==> src/rtl/bsg_dramsim3_pkg.sv <==
// Shared DRAMSim3 definitions.
// - bsg_dramsim3_address_mapping_e : how channel, row, rank, bank group,
//   bank and column fields are laid out in a global memory address.
// - bsg_safe_clog2 : clog2 that never returns 0, for index widths.
package bsg_dramsim3_pkg;

  typedef enum logic [1:0] {
    e_ro_ra_bg_ba_co_ch = 2'd0,
    e_ro_ra_bg_ba_ch_co = 2'd1,
    e_ro_ch_ra_ba_bg_co = 2'd2
  } bsg_dramsim3_address_mapping_e;

  function automatic int bsg_safe_clog2(input int x);
    return (x <= 1) ? 1 : $clog2(x);
  endfunction

endpackage

==> src/rtl/bsg_fifo_1r1w_small.sv <==
// Small one-read/one-write FIFO with a valid/yumi dequeue side.
// Ports:
//   clk_i, reset_n_i : clock and synchronous active-low reset
//   v_i, data_i      : enqueue request; accepted unless full, or full and
//                      dequeued in the same cycle
//   full_o           : FIFO holds els_p entries
//   v_o, data_o      : head entry valid / head entry
//   yumi_i           : consumer takes the head this cycle (only when v_o=1)
module bsg_fifo_1r1w_small
  import bsg_dramsim3_pkg::*;
#(
  parameter int width_p = 8,
  parameter int els_p   = 4,
  localparam int ptr_w_lp = bsg_safe_clog2(els_p),
  localparam int cnt_w_lp = $clog2(els_p + 1)
) (
  input  logic               clk_i,
  input  logic               reset_n_i,
  input  logic               v_i,
  input  logic [width_p-1:0] data_i,
  output logic               full_o,
  output logic               v_o,
  output logic [width_p-1:0] data_o,
  input  logic               yumi_i
);

  logic [width_p-1:0]  mem [els_p];
  logic [ptr_w_lp-1:0] wr_r, rd_r;
  logic [cnt_w_lp-1:0] cnt_r;
  logic                enq, deq;

  function automatic logic [ptr_w_lp-1:0] ptr_inc(input logic [ptr_w_lp-1:0] p);
    return (p == ptr_w_lp'(els_p - 1)) ? '0 : p + 1'b1;
  endfunction

  assign full_o = (cnt_r == cnt_w_lp'(els_p));
  assign v_o    = (cnt_r != '0);
  assign deq    = yumi_i & v_o;
  // A full FIFO still accepts when the head leaves in the same cycle.
  assign enq    = v_i & (~full_o | deq);
  assign data_o = mem[rd_r];

  always_ff @(posedge clk_i) begin
    if (!reset_n_i) begin
      wr_r  <= '0;
      rd_r  <= '0;
      cnt_r <= '0;
    end else begin
      if (enq) wr_r <= ptr_inc(wr_r);
      if (deq) rd_r <= ptr_inc(rd_r);
      case ({enq, deq})
        2'b10:   cnt_r <= cnt_r + 1'b1;
        2'b01:   cnt_r <= cnt_r - 1'b1;
        default: cnt_r <= cnt_r;
      endcase
    end
  end

  // Storage carries no reset; occupancy alone decides what is valid.
  always_ff @(posedge clk_i) begin
    if (enq) mem[wr_r] <= data_i;
  end

endmodule

==> src/rtl/bsg_nonsynth_dramsim3_map.sv <==
// Combinational rebuild of a global memory address from a DRAMSim3
// channel id and the channel-local byte address. Inverse of the
// request-side unmapping: the channel field is re-inserted and, for the
// ro_ch_ra_ba_bg_co layout, the local field order co,ba,bg,ra,ro is
// permuted back to the global order co,bg,ba,ra,ch,ro.
// Ports:
//   ch_i      : channel id
//   ch_addr_i : channel-local byte address
//   addr_o    : global byte address (byte-offset bits are always zero)
module bsg_nonsynth_dramsim3_map
  import bsg_dramsim3_pkg::*;
#(
  parameter int channel_addr_width_p = 20,
  parameter int data_width_p         = 64,
  parameter int num_channels_p       = 2,
  parameter int num_columns_p        = 1024,
  parameter int num_rows_p           = 4,
  parameter int num_ba_p             = 4,
  parameter int num_bg_p             = 4,
  parameter int num_ranks_p          = 2,
  parameter bsg_dramsim3_address_mapping_e address_mapping_p = e_ro_ra_bg_ba_co_ch,
  localparam int bo_lp     = bsg_safe_clog2(data_width_p / 8),
  localparam int lgch_lp   = $clog2(num_channels_p),
  localparam int ch_w_lp   = (lgch_lp < 1) ? 1 : lgch_lp,
  localparam int addr_w_lp = lgch_lp + channel_addr_width_p
) (
  input  logic [ch_w_lp-1:0]              ch_i,
  input  logic [channel_addr_width_p-1:0] ch_addr_i,
  output logic [addr_w_lp-1:0]            addr_o
);

  localparam int cw_lp   = channel_addr_width_p;
  localparam int lgco_lp = $clog2(num_columns_p);
  localparam int lgro_lp = $clog2(num_rows_p);
  localparam int lgba_lp = $clog2(num_ba_p);
  localparam int lgbg_lp = $clog2(num_bg_p);
  localparam int lgra_lp = $clog2(num_ranks_p);

  // Byte-offset bits of the local address carry no information.
  logic unused_bits;
  assign unused_bits = ^{ch_i, ch_addr_i[bo_lp-1:0]};

  assign addr_o[bo_lp-1:0] = '0;

  if (address_mapping_p == e_ro_ra_bg_ba_co_ch) begin : g_co_ch
    if (lgco_lp > cw_lp - bo_lp) begin : g_bad
      $fatal(1, "column field wider than channel address");
    end
    for (genvar i = bo_lp; i < cw_lp; i++) begin : g_hi
      assign addr_o[i+lgch_lp] = ch_addr_i[i];
    end
    for (genvar j = 0; j < lgch_lp; j++) begin : g_ch
      assign addr_o[bo_lp+j] = ch_i[j];
    end
  end else if (address_mapping_p == e_ro_ra_bg_ba_ch_co) begin : g_ch_co
    if (lgco_lp > cw_lp - bo_lp) begin : g_bad
      $fatal(1, "column field wider than channel address");
    end
    for (genvar i = bo_lp; i < bo_lp + lgco_lp; i++) begin : g_co
      assign addr_o[i] = ch_addr_i[i];
    end
    for (genvar j = 0; j < lgch_lp; j++) begin : g_ch
      assign addr_o[bo_lp+lgco_lp+j] = ch_i[j];
    end
    for (genvar i = bo_lp + lgco_lp; i < cw_lp; i++) begin : g_hi
      assign addr_o[i+lgch_lp] = ch_addr_i[i];
    end
  end else if (address_mapping_p == e_ro_ch_ra_ba_bg_co) begin : g_ro_ch
    // Field base positions, LSB up, in the local and global addresses.
    localparam int lco = bo_lp;
    localparam int lba = lco + lgco_lp;
    localparam int lbg = lba + lgba_lp;
    localparam int lra = lbg + lgbg_lp;
    localparam int lro = lra + lgra_lp;
    localparam int gco = bo_lp;
    localparam int gbg = gco + lgco_lp;
    localparam int gba = gbg + lgbg_lp;
    localparam int gra = gba + lgba_lp;
    localparam int gch = gra + lgra_lp;
    localparam int gro = gch + lgch_lp;
    localparam int row_bits = cw_lp - lro;
    if (lgco_lp + lgba_lp + lgbg_lp + lgra_lp + lgro_lp != cw_lp - bo_lp) begin : g_bad
      $fatal(1, "DRAM geometry does not fill the channel address");
    end
    for (genvar i = 0; i < lgco_lp; i++) begin : g_co
      assign addr_o[gco+i] = ch_addr_i[lco+i];
    end
    for (genvar i = 0; i < lgbg_lp; i++) begin : g_bg
      assign addr_o[gbg+i] = ch_addr_i[lbg+i];
    end
    for (genvar i = 0; i < lgba_lp; i++) begin : g_ba
      assign addr_o[gba+i] = ch_addr_i[lba+i];
    end
    for (genvar i = 0; i < lgra_lp; i++) begin : g_ra
      assign addr_o[gra+i] = ch_addr_i[lra+i];
    end
    for (genvar j = 0; j < lgch_lp; j++) begin : g_ch
      assign addr_o[gch+j] = ch_i[j];
    end
    for (genvar i = 0; i < row_bits; i++) begin : g_ro
      assign addr_o[gro+i] = ch_addr_i[lro+i];
    end
  end else begin : g_bad_map
    $fatal(1, "unsupported address_mapping_p");
  end

endmodule

==> src/rtl/bsg_nonsynth_dramsim3_resp_map.sv <==
// Response-return block for the DRAMSim3 model. Each channel's
// non-stallable read responses are buffered in a per-channel FIFO; the
// FIFO heads are arbitrated round-robin onto one valid/yumi stream and
// the granted head's channel-local address is rebuilt into the global
// address.
// Ports:
//   clk_i, reset_n_i : clock and synchronous active-low reset
//   v_i              : per-channel response valid (no backpressure)
//   ch_addr_i        : per-channel local address, channel k at [k*cw +: cw]
//   data_i           : per-channel data, channel k at [k*dw +: dw]
//   v_o, ch_o        : output valid / granted channel
//   addr_o, data_o   : global address / data of the granted response
//   yumi_i           : consumer takes the output (meaningful only with v_o)
//   overflow_o       : sticky; a response arrived at a full FIFO and was lost
module bsg_nonsynth_dramsim3_resp_map
  import bsg_dramsim3_pkg::*;
#(
  parameter int channel_addr_width_p = 20,
  parameter int data_width_p         = 64,
  parameter int num_channels_p       = 2,
  parameter int num_columns_p        = 1024,
  parameter int num_rows_p           = 4,
  parameter int num_ba_p             = 4,
  parameter int num_bg_p             = 4,
  parameter int num_ranks_p          = 2,
  parameter bsg_dramsim3_address_mapping_e address_mapping_p = e_ro_ra_bg_ba_co_ch,
  parameter int fifo_els_p           = 4,
  localparam int lgch_lp   = $clog2(num_channels_p),
  localparam int ch_w_lp   = (lgch_lp < 1) ? 1 : lgch_lp,
  localparam int addr_w_lp = lgch_lp + channel_addr_width_p
) (
  input  logic                                       clk_i,
  input  logic                                       reset_n_i,
  input  logic [num_channels_p-1:0]                  v_i,
  input  logic [num_channels_p*channel_addr_width_p-1:0] ch_addr_i,
  input  logic [num_channels_p*data_width_p-1:0]     data_i,
  output logic                                       v_o,
  output logic [ch_w_lp-1:0]                         ch_o,
  output logic [addr_w_lp-1:0]                       addr_o,
  output logic [data_width_p-1:0]                    data_o,
  input  logic                                       yumi_i,
  output logic                                       overflow_o
);

  localparam int cw_lp = channel_addr_width_p;
  localparam int dw_lp = data_width_p;

  if (fifo_els_p < 2) begin : g_bad_els
    $fatal(1, "fifo_els_p must be at least 2");
  end

  logic [num_channels_p-1:0] fifo_v, fifo_full, fifo_deq;
  logic [cw_lp-1:0]          head_addr [num_channels_p];
  logic [dw_lp-1:0]          head_data [num_channels_p];

  logic [ch_w_lp-1:0] p_r, lock_g_r, rr_g, rr_idx, grant, next_p;
  logic               lock_r, rr_v, take, ovf_now, ovf_r;

  // Per-channel buffering
  for (genvar k = 0; k < num_channels_p; k++) begin : g_ch
    logic [cw_lp+dw_lp-1:0] head;

    bsg_fifo_1r1w_small #(
      .width_p(cw_lp + dw_lp),
      .els_p  (fifo_els_p)
    ) fifo (
      .clk_i    (clk_i),
      .reset_n_i(reset_n_i),
      .v_i      (v_i[k]),
      .data_i   ({ch_addr_i[k*cw_lp +: cw_lp], data_i[k*dw_lp +: dw_lp]}),
      .full_o   (fifo_full[k]),
      .v_o      (fifo_v[k]),
      .data_o   (head),
      .yumi_i   (fifo_deq[k])
    );

    assign head_addr[k] = head[cw_lp+dw_lp-1:dw_lp];
    assign head_data[k] = head[dw_lp-1:0];
    assign fifo_deq[k]  = take & (grant == ch_w_lp'(k));
  end

  // Round-robin pick: scanning downward lets the index nearest p win.
  always_comb begin
    rr_v   = 1'b0;
    rr_g   = '0;
    rr_idx = '0;
    for (int i = num_channels_p - 1; i >= 0; i--) begin
      rr_idx = ch_w_lp'((int'(p_r) + i) % num_channels_p);
      if (fifo_v[rr_idx]) begin
        rr_v = 1'b1;
        rr_g = rr_idx;
      end
    end
  end

  // An offered but untaken response stays locked so that a FIFO filling
  // ahead of it in priority cannot swap the output mid-handshake.
  assign grant = lock_r ? lock_g_r : rr_g;
  assign v_o   = lock_r | rr_v;
  assign ch_o  = grant;
  assign take  = yumi_i & v_o;

  assign next_p  = (grant == ch_w_lp'(num_channels_p - 1)) ? '0 : grant + 1'b1;
  assign ovf_now = |(v_i & fifo_full & ~fifo_deq);

  always_ff @(posedge clk_i) begin
    if (!reset_n_i) begin
      p_r      <= '0;
      lock_r   <= 1'b0;
      lock_g_r <= '0;
      ovf_r    <= 1'b0;
    end else begin
      if (take) p_r <= next_p;
      lock_r   <= v_o & ~yumi_i;
      lock_g_r <= grant;
      if (ovf_now) ovf_r <= 1'b1;
    end
  end

  assign overflow_o = ovf_r;
  assign data_o     = head_data[grant];

  bsg_nonsynth_dramsim3_map #(
    .channel_addr_width_p(channel_addr_width_p),
    .data_width_p        (data_width_p),
    .num_channels_p      (num_channels_p),
    .num_columns_p       (num_columns_p),
    .num_rows_p          (num_rows_p),
    .num_ba_p            (num_ba_p),
    .num_bg_p            (num_bg_p),
    .num_ranks_p         (num_ranks_p),
    .address_mapping_p   (address_mapping_p)
  ) map (
    .ch_i     (grant),
    .ch_addr_i(head_addr[grant]),
    .addr_o   (addr_o)
  );

endmodule

==> config.mk <==
export PLATFORM = sky130hd
export DESIGN_NAME = bsg_nonsynth_dramsim3_resp_map
export DESIGN_NICKNAME = d
export VERILOG_FILES = /design/src/rtl/bsg_dramsim3_pkg.sv /design/src/rtl/bsg_fifo_1r1w_small.sv /design/src/rtl/bsg_nonsynth_dramsim3_map.sv /design/src/rtl/bsg_nonsynth_dramsim3_resp_map.sv
export SDC_FILE = /design/constraint.sdc
export NUM_CORES = 1
export LEC_CHECK = 0
export BUFFER_PORTS_ARGS = -buffer_cell sky130_fd_sc_hd__buf_4
export CORE_MARGIN = 1.5
export CORE_UTILIZATION = 55
export CTS_CLUSTER_DIAMETER = 30
export DETAILED_ROUTE_END_ITERATION = 8
export GPL_ROUTABILITY_DRIVEN = 0
export PLACE_DENSITY = 0.75
export SLEW_MARGIN = 20
export SYNTH_ARGS = -nofsm -noshare
export SYNTH_HDL_FRONTEND = slang
export SYNTH_SLANG_ARGS = --single-unit
==> constraint.sdc <==
create_clock -name clk_i -period 4.13 [get_ports clk_i]
set_input_delay 0.413 -clock clk_i [delete_from_list [all_inputs] [get_ports clk_i]]
set_output_delay 0.413 -clock clk_i [all_outputs]
set_load 0.005 [all_outputs]
==> results of run 1 <==
cells in the final DEF (no fill, tap or decap), types with 5 or more instances in the layout:
cell type,count
a21oi_1,5
and2_4,8
buf_12,11
buf_4,269
bufinv_16,21
clkbuf_1,9
clkbuf_16,120
clkinv_1,12
clkinv_2,20
clkinv_4,5
clkinvlp_4,17
dfxtp_1,18
diode_2,6
dlygate4sd3_1,163
edfxtp_1,648
ha_1,12
inv_1,14
inv_6,16
mux2_1,37
mux2_2,45
mux2i_1,8
mux4_2,162
nand2_1,13
nor2_1,7
or3_1,7
synth_stat cells (5+ instances only):
master / instances
or3_1: 7
edfxtp_1: 648
mux2i_1: 8
dfxtp_1: 22
ha_1: 12
and2_1: 9
nand2_1: 13
mux4_2: 162
buf_4: 8
clkbuf_1: 23
nor2_1: 7
mux2_1: 37
buf_2: 17
a21oi_1: 5
mux2_2: 45
inv_1: 14
registers in the layout, indices dropped and copies added, names as in the netlist, named ones only:
register	count
lock_g_r	1
overflow_o	1
g_ch.fifo.cnt_r	6
g_ch.fifo.wr_r	4
g_ch.fifo.rd_r	4
p_r	1
lock_r	1
g_ch.fifo.mem	648
cell type report:
type | count | area share, %
Multi-Input combinational cell | 335 | 15.5
Tap cell | 600 | 2.21
Inverter | 14 | 0.155
Timing Repair Buffer | 443 | 11.4
Clock inverter | 92 | 3.24
Antenna cell | 6 | 0.0441
Clock buffer | 129 | 8.93
Sequential cell | 670 | 58.5
cells by family after synthesis:
| logic type | share of synthesized area [%] |
|---|---|
| xor gates and xnor gates | 0.138 |
| and+or+nand+nor | 0.930 |
| DFF | 78.2 |
| AOI/OAI and AO/OA | 0.458 |
| other | 0.0147 |
| buffers and inverters | 1.18 |
| adders and majority gates | 0.748 |
| muxes | 18.3 |
metrics by stage:
| step | cell area, um^2 | setup WS, ns | hold WS (ns) | cells | total power [mW] |
|---|---|---|---|---|---|
| floorplan | 25400 | 0.479 | 0.454 | 1071 | 11.8 |
| global placement | 28200 | 1.13 | 0.454 | 1899 | 14.1 |
| detailed placement | 28200 | 1.10 | 0.470 | 1899 | 14.2 |
| CTS | 34000 | 0.415 | 0.0810 | 2283 | 24.4 |
| global route | 34000 | 0.300 | 0.0880 | 2287 | 25.1 |
| finish | 34000 | 0.388 | 0.115 | 2289 | 24.3 |
layer usage:
layer	up-vias	GRT usage, %	wire length [um]
met1	6857	33.5	23100
met5	-	0	0
met4	0	8.51	1290
li1	5591	-	-
met3	82	6.04	4110
met2	547	42.7	30100
how the worst max path moves through the flow:
| stage | startpoint | endpoint | slack (ns) |
|---|---|---|---|
| after floorplan | g_ch[1].fifo.cnt_r[1]$_SDFFE_PN0P_ | g_ch[0].fifo.mem[3][0]$_DFFE_PP_ | 0.48 |
| after global placement | g_ch[0].fifo.cnt_r[0]$_SDFFE_PN0P_ | data_o[35] | 1.13 |
| after detailed placement | g_ch[0].fifo.cnt_r[2]$_SDFFE_PN0P_ | data_o[35] | 1.10 |
| after CTS | g_ch[0].fifo.cnt_r[0]$_SDFFE_PN0P_ | data_o[35] | 0.42 |
| after global routing | g_ch[0].fifo.cnt_r[2]$_SDFFE_PN0P_ | addr_o[18] | 0.30 |
| final | g_ch[0].fifo.cnt_r[0]$_SDFFE_PN0P_ | addr_o[18] | 0.39 |
power by group:
part           internal (mW)  switching [mW]  leakage, nW
Combinational           3.14            2.68         3.56
Sequential              8.15           0.331         6.13
Clock                   6.62            3.33         1.99
Total                   17.9            6.34         11.7
critical path, cell delays in order (launching register included):
cell      delay [ns]
dfxtp_1         0.35
or3_1           0.44
a211oi_4        0.27
buf_4           0.33
buf_4           0.68
mux2_1          0.43
buf_4           0.15
timing repair:
action / 4_1_cts / 5_1_grt
hold endpoints to repair: 650 / 0
hold buffers: 163 / 0
setup endpoints to repair: 0 / 0
setup buffers: 0 / 0
==> metrics.cfg, run 1 <==
[floorplan]
die_y_um = 218
die_area_um2 = 47500
rows = 78
core_area_um2 = 45500
initial_utilization_pct = 55.9
die_x_um = 218
io_pins = 261

[clocking]
root_buffer = clkbuf_16
cts_num_sinks = 670
clk_latency_ns = 0.65
htreeDepth = 3
postCtsResizedCells = 0
path_clk_slew_ns = 0.05
cts_buffer_depth = 3
cts_buffers = 118
cts_tree = built

[synthesis]
yosys.area.top_type = edfxtp_1
synth.area.top_cells = edfxtp_1 77%, mux4_2 14%, mux2_2 2.0%, dfxtp_1 1.7%, mux2_1 1.6%
synthArstFlopShare_pct = 0
synth_cells = 1069
ys.flop_type = edfxtp_1
netlist_area_um2 = 25400
yosysTopAreaCellShare_pct = 76.5
yosys_register_bits = 670
synth-edff-count = 648
postSynthAreaPerCell_um2 = 23.8
synth_warnings = 0
yosysSeqAreaShare_pct = 78.2
yosysUniqueCellTypes = 37

[final_layout]
area_delta_synth_final_pct = 33.7
drive_gt1_share_pct = 41.7
final_core_util_pct = 74.8
multi_input_area_um2 = 5270
layout.nets = 1769
regArea_um2 = 19900
fillers = 2437

[route]
vias = 13077
drtIter0Drc = 993
vias_per_cell = 5.71
drt_pass1_iterations = 5
drcViolationCount = 0
ant_nets = 0
wl_um = 58600
wl_per_cell_um = 25.6

[worst_hold_path]
hp-start = v_i[0]
min_path_type = input pin to flop
hold_end = overflow_o$_SDFFE_PN0P_
min_delay_path_depth = 3

[sta]
worst_slew_pin_slew_ns = 0.787
setup_viol = 0
period_share_pct = 90.6
setup_tns_ns = 0
min_period_ns = 3.74
clock_skew_ns = 0.0267
max_freq_mhz = 267
finalHoldViolCount = 0
rsz0062_at_grt = false
maxSlewHeadroom_pct = 47.5
drv_slew = 0

[setup_path]
cp.required_ns = 3.72
regToRegSetupSlack_ns = 1.08
end_kind = output port
worst-setup-path-type = flop to output port
path_max_fanout = 44
worstReg2RegEnd = g_ch[0].fifo.mem[1][80]$_DFFE_PP_
start_kind = flop
critPathArrivalTime_ns = 3.33
reg2reg_depth = 6
rr_startpoint = g_ch[1].fifo.cnt_r[0]$_SDFFE_PN0P_

[grt]
grt_max_degree = 45
overflow = 0
antenna_found_initial = 5
grt_pass1_wl_um = 88400
grt_pass1_vias = 14410
grt_use_total_pct = 25.6

[status]
status = completed

[placed_design]
numPortBuffers = 251
hpwl_um = 30900

[power]
p_leak_nw = 11.7
powerDensity_nw_per_um2 = 713
ir_drop_mv = 0.551

[run]
drv_cap = 0

Note: power is estimated with default switching activity, not from simulation.
==> inputs of run 2 (changes only) <==
- CORE_UTILIZATION: 55 -> 50
- PLACE_DENSITY: 0.75 -> 0.69
==> metrics.cfg, run 2 (same netlist as run 1, synthesis figures left out) <==
[sta]
maxSlewHeadroom_pct = 47.4  ; was 47.5%
rsz0062_at_grt = false  ; unchanged
worst_slew_pin_slew_ns = 0.789  ; was 0.787 ns
max_freq_mhz = 289  ; was 267 MHz
setup_viol = 0  ; unchanged
drv_slew = 0  ; unchanged
clock_skew_ns = 0.0183  ; was 0.0267 ns
min_period_ns = 3.45  ; was 3.74 ns
period_share_pct = 83.6  ; was 90.6%
finalHoldViolCount = 0  ; unchanged
setup_tns_ns = 0  ; unchanged

[setup_path]
end_kind = output port  ; unchanged
critPathArrivalTime_ns = 3.04  ; was 3.33 ns
worstReg2RegEnd = g_ch[1].fifo.mem[3][73]$_DFFE_PP_  ; was g_ch[0].fifo.mem[1][80]$_DFFE_PP_
reg2reg_depth = 5  ; was 6
path_max_fanout = 38  ; was 44
rr_startpoint = g_ch[0].fifo.cnt_r[2]$_SDFFE_PN0P_  ; was g_ch[1].fifo.cnt_r[0]$_SDFFE_PN0P_
cp.required_ns = 3.72  ; about the same
regToRegSetupSlack_ns = 1.24  ; was 1.08 ns
start_kind = flop  ; unchanged
worst-setup-path-type = flop to output port  ; unchanged

[grt]
grt_pass1_vias = 14249  ; was 14.4k
antenna_found_initial = 6  ; was 5
grt_max_degree = 82  ; was 45
grt_pass1_wl_um = 85100  ; was 88400 um
overflow = 0  ; unchanged
grt_use_total_pct = 22.1  ; was 25.6%

[final_layout]
regMostFlops = g_ch.fifo.mem  ; unchanged
drive_gt1_share_pct = 41.0  ; was 41.7%
largest_register_ffs = 648  ; unchanged
layout_common_cells = 648 x edfxtp_1, 264 x buf_4, 163 x dlygate4sd3_1, 162 x mux4_2, 122 x clkbuf_16  ; was 648 x edfxtp_1, 269 x buf_4, 163 x dlygate4sd3_1, 162 x mux4_2, 120 x clkbuf_16
area_delta_synth_final_pct = 34.1  ; was 33.7%
layout_commonest_cell = edfxtp_1  ; unchanged
layout.nets = 1767  ; was 1769
design_area_um2 = 34100  ; was 34000 um^2
reg.largest.list = g_ch.fifo.mem (648), g_ch.fifo.cnt_r (6)  ; unchanged
fillers = 3118  ; was 2437

[worst_hold_path]
min_delay_path_depth = 3  ; unchanged
min_path_type = input pin to flop  ; unchanged
hp-start = v_i[0]  ; unchanged
hold_end = overflow_o$_SDFFE_PN0P_  ; unchanged

[power]
p_leak_nw = 11.7  ; about the same
power.share.sequential_pct = 34.8  ; was 35.0%
p_switching_mw = 6.17  ; was 6.34 mW
clock_power_share_pct = 41.3  ; was 41.0%
powerDensity_nw_per_um2 = 709  ; was 713 nW/um^2
switching_share_pct = 25.5  ; was 26.1%
ir_drop_mv = 0.548  ; was 0.551 mV
power_mw = 24.2  ; was 24.3 mW
power_frac_comb_pct = 23.9  ; was 24.0%
p_int_mw = 18.0  ; was 17.9 mW

[floorplan]
core_area_um2 = 50200  ; was 45500 um^2
die_y_um = 229  ; was 218 um
initial_utilization_pct = 50.7  ; was 55.9%
die_area_um2 = 52200  ; was 47500 um^2
rows = 82  ; was 78
die_x_um = 229  ; was 218 um
io_pins = 261  ; unchanged

[clocking]
cts_num_sinks = 670  ; unchanged
htreeDepth = 3  ; unchanged
cts_tree = built  ; unchanged
cts_buffers = 120  ; was 118
path_clk_slew_ns = 0.05  ; about the same
clk_latency_ns = 0.65  ; about the same
root_buffer = clkbuf_16  ; unchanged
cts_buffer_depth = 3  ; unchanged
postCtsResizedCells = 0  ; unchanged

[route]
vias = 12741  ; was 13.1k
drcViolationCount = 0  ; unchanged
vias_per_cell = 5.41  ; was 5.71
wl_per_cell_um = 23.8  ; was 25.6 um
ant_nets = 0  ; unchanged
wl_um = 56000  ; was 58600 um
drtIter0Drc = 693  ; was 993
drt_pass1_iterations = 5  ; unchanged

[placed_design]
placed_area_um2 = 28300  ; was 28200 um^2
numPortBuffers = 251  ; unchanged
hpwl_um = 30300  ; was 30900 um

[status]
status = completed  ; unchanged

[run]
drv_cap = 0  ; unchanged

[run 2: repair_timing]
item | CTS | global route
hold buffers | 163 | 0
setup buffers | 0 | 0
hold endpoints to repair | 650 | 0
[run 2: layout make-up]
class,instances,area [um^2],share of cell area [%]
inverters,14,52.6,0.154
repair buffers,439,3850,11.3
clock buffers,131,3090,9.05
multi-input cells,335,5270,15.4
clock inverters,90,1080,3.17
diodes,3,7.51,0.0220
flip-flops and latches,670,19900,58.4
well taps,672,841,2.47
[run 2: how the worst max path moves through the flow]
stage / cells past startpoint / to / slack, ns / from
4_1_cts: 5 / addr_o[6] / 0.62 / g_ch[0].fifo.cnt_r[0]$_SDFFE_PN0P_
2_1_floorplan: 5 / g_ch[0].fifo.mem[3][0]$_DFFE_PP_ / 0.48 / g_ch[1].fifo.cnt_r[1]$_SDFFE_PN0P_
3_5_place_dp: 5 / g_ch[1].fifo.mem[3][68]$_DFFE_PP_ / 1.23 / g_ch[0].fifo.cnt_r[0]$_SDFFE_PN0P_
3_3_place_gp: 5 / g_ch[1].fifo.mem[3][59]$_DFFE_PP_ / 1.24 / g_ch[0].fifo.cnt_r[0]$_SDFFE_PN0P_
6_report: 5 / addr_o[6] / 0.68 / g_ch[0].fifo.cnt_r[2]$_SDFFE_PN0P_
5_1_grt: 5 / addr_o[6] / 0.53 / g_ch[0].fifo.cnt_r[2]$_SDFFE_PN0P_
[run 2: layer usage]
metal | share of wire (%) | GRT usage, % | vias to the layer above
met5 | 0.066 | 0 | -
met4 | 1.7 | 6.11 | 6
met3 | 5.6 | 5.25 | 90
met2 | 52 | 38.2 | 378
met1 | 41 | 28.2 | 6683
li1 | - | - | 5584
[run 2: power groups by stage]
stage                     sequential (mW)  combinational [mW]  clock (mW)
after CTS                            8.44                5.88        10.1
after floorplan                      8.41                3.35           0
after global placement               8.50                5.65           0
after detailed placement             8.55                5.70           0
after global routing                 8.48                6.19        10.4
final                                8.42                5.78        9.97
[run 2: through the flow]
step	cells	utilization [%]	hold slack, ns	setup slack (ns)
final	2354	68.0	0.0768	0.676
after CTS	2351	68.0	0.0409	0.621
after global placement	1967	56.4	0.461	1.24
after detailed placement	1967	56.4	0.470	1.23
after floorplan	1071	-	0.454	0.479
after global routing	2354	68.0	0.0537	0.530
[run 2: worst max-delay path: stages, from the launching register on]
cell and delay (ns):
dfxtp_1 0.33, or3_1 0.43, a211oi_4 0.37, buf_4 0.63, mux2_1 0.45, buf_4 0.16
==> inputs of run 3 (changes only) <==
- clock period: 4.13 -> 3.3 ns (I/O delays scaled with it)
==> metrics.cfg, run 3 (same netlist as run 1, synthesis figures left out) <==
[clocking]
root_buffer = clkbuf_16  ; unchanged
cts_buffers = 119  ; was 120
cts_num_sinks = 670  ; unchanged
path_clk_slew_ns = 0.05  ; about the same
cts_buffer_depth = 3  ; unchanged
cts_tree = built  ; unchanged
clk_latency_ns = 0.66  ; was 0.65 ns
htreeDepth = 3  ; unchanged

[route]
wl_per_cell_um = 23.6  ; was 23.8 um
drcViolationCount = 0  ; unchanged
drtIter0Drc = 802  ; was 693
ant_nets = 0  ; unchanged
wl_um = 55800  ; was 56000 um
drt_pass1_iterations = 7  ; was 5
vias_per_cell = 5.39  ; was 5.41
vias = 12750  ; was 12.7k

[final_layout]
fin_cells = 2367  ; was 2354
largest_register_ffs = 648  ; unchanged
layout_common_cells = 648 x edfxtp_1, 264 x buf_4, 164 x dlygate4sd3_1, 162 x mux4_2, 122 x clkbuf_16  ; was 648 x edfxtp_1, 264 x buf_4, 163 x dlygate4sd3_1, 162 x mux4_2, 122 x clkbuf_16
reg.largest.list = g_ch.fifo.mem (648), g_ch.fifo.cnt_r (6)  ; unchanged
drive_gt1_share_pct = 41.4  ; was 41.0%
fillers = 3078  ; was 3118
design_area_um2 = 34100  ; about the same
layout.nets = 1774  ; was 1767
area_delta_synth_final_pct = 34.0  ; was 34.1%
regMostFlops = g_ch.fifo.mem  ; unchanged
layout_commonest_cell = edfxtp_1  ; unchanged

[placed_design]
placed_cells = 1974  ; was 1967
hpwl_um = 31000  ; was 30300 um
numPortBuffers = 251  ; unchanged
placed_area_um2 = 28400  ; was 28300 um^2

[setup_path]
reg2reg_depth = 11  ; was 5
critPathArrivalTime_ns = 2.89  ; was 3.04 ns
rr_startpoint = g_ch[0].fifo.cnt_r[0]$_SDFFE_PN0P_  ; was g_ch[0].fifo.cnt_r[2]$_SDFFE_PN0P_
worstReg2RegEnd = g_ch[0].fifo.cnt_r[2]$_SDFFE_PN0P_  ; was g_ch[1].fifo.mem[3][73]$_DFFE_PP_
path_max_fanout = 62  ; was 38
end_kind = output port  ; unchanged
start_kind = flop  ; unchanged
crit_start = g_ch[0].fifo.cnt_r[0]$_SDFFE_PN0P_  ; was g_ch[0].fifo.cnt_r[2]$_SDFFE_PN0P_
regToRegSetupSlack_ns = 0.50  ; was 1.24 ns
cp.required_ns = 2.97  ; was 3.72 ns
worst-setup-path-type = flop to output port  ; unchanged

[floorplan]
die_y_um = 229  ; unchanged
initial_utilization_pct = 50.7  ; unchanged
rows = 82  ; unchanged
io_pins = 261  ; unchanged
die_area_um2 = 52200  ; unchanged
die_x_um = 229  ; unchanged
core_area_um2 = 50200  ; unchanged

[sta]
setup_viol = 0  ; unchanged
clock_skew_ns = 0.0308  ; was 0.0183 ns
finalHoldViolCount = 0  ; unchanged
min_period_ns = 3.22
worst_slew_pin_slew_ns = 0.643  ; was 0.789 ns
rsz0062_at_grt = false  ; unchanged
period_share_pct = 97.5
setup_tns_ns = 0  ; unchanged
max_freq_mhz = 311
holdWs_ns = 0.0291  ; was 0.0768 ns
drv_slew = 0  ; unchanged
maxSlewHeadroom_pct = 56.7  ; was 47.4%

[worst_hold_path]
min_path_type = input pin to flop  ; unchanged
hp-start = reset_n_i  ; was v_i[0]
hold_end = g_ch[0].fifo.wr_r[1]$_SDFFE_PN0P_  ; was overflow_o$_SDFFE_PN0P_
min_delay_path_depth = 3  ; unchanged

[power]
ir_drop_mv = 0.736  ; was 0.548 mV
p_leak_nw = 11.7  ; about the same
power_mw = 29.8  ; was 24.2 mW
powerDensity_nw_per_um2 = 875  ; was 709 nW/um^2

[grt]
grt_pass1_wl_um = 84500  ; was 85100 um
overflow = 0  ; unchanged
grt_pass1_vias = 13961  ; was 14.2k
grt_max_degree = 82  ; unchanged
antenna_found_initial = 4  ; was 6
grt_use_total_pct = 21.9  ; was 22.1%

[run]
drv_cap = 0  ; unchanged

[status]
status = completed  ; unchanged

==> run 3: cell types whose count changed in the layout (fill, tap and decap cells not counted) <==
cell	before	now
clkinv_1	21	8
clkbuf_1	9	21
bufinv_16	22	13
buf_12	12	18
clkinv_4	5	11
clkinvlp_4	7	12
diode_2	3	5
buf_6	0	1
clkinv_2	19	20
dlygate4sd3_1	163	164
inv_6	14	15
==> run 3: timing repair <==
item | CTS | global route
hold buffers | 164 | 0
endpoints found under the setup margin | 0 | 1
setup buffers | 0 | 0
hold endpoints to repair | 650 | 0
gates resized for setup | 0 | 1
==> run 3: worst max-delay path, stage by stage, from the launching register on <==
cell      delay, ns
dfxtp_1        0.34
or3_1          0.43
a211oi_4       0.40
buf_12         0.45
mux2_2         0.43
buf_4          0.14
==> run 3: metrics by stage <==
step / setup slack [ns] / util (%)
floorplan: 0.533 / -
CTS: 0.0301 / 67.9
global placement: 0.553 / 56.7
global route: 0.0122 / 67.9
detailed placement: 0.527 / 56.7
finish: 0.0813 / 67.9
==> run 3: routing by layer <==
layer / share of wire, % / global-route usage [%] / routed length, um / vias to the layer above
met5: 0.045 / 0 / 25 / -
met3: 6.0 / 4.99 / 3340 / 91
met1: 41 / 28.7 / 23100 / 6644
met4: 2.4 / 7.99 / 1350 / 4
met2: 50 / 36.3 / 27900 / 400
li1: - / - / - / 5611
==> run 3: how the worst max path moves through the flow <==
stage                                         end
4_1_cts                                 addr_o[5]
2_1_floorplan    g_ch[0].fifo.mem[0][0]$_DFFE_PP_
3_5_place_dp   g_ch[0].fifo.cnt_r[2]$_SDFFE_PN0P_
6_report                               data_o[11]
3_3_place_gp   g_ch[0].fifo.cnt_r[2]$_SDFFE_PN0P_
5_1_grt                                data_o[11]
==> run 3: power by group <==
group / switching [mW] / leakage [nW] / internal, mW
Clock: 4.11 / 1.93 / 7.80
Sequential: 0.313 / 6.13 / 10.2
Combinational: 3.40 / 3.60 / 4.01
==> run 3: cell type report <==
cell class | count | area, um^2 | share of cell area, %
well taps | 672 | 841 | 2.47
diodes | 5 | 12.5 | 0.0367
clock buffers | 143 | 3130 | 9.19
clock inverters | 81 | 866 | 2.54
repair buffers | 447 | 4000 | 11.7
inverters | 14 | 52.6 | 0.154
flip-flops and latches | 670 | 19900 | 58.4
multi-input cells | 335 | 5270 | 15.5
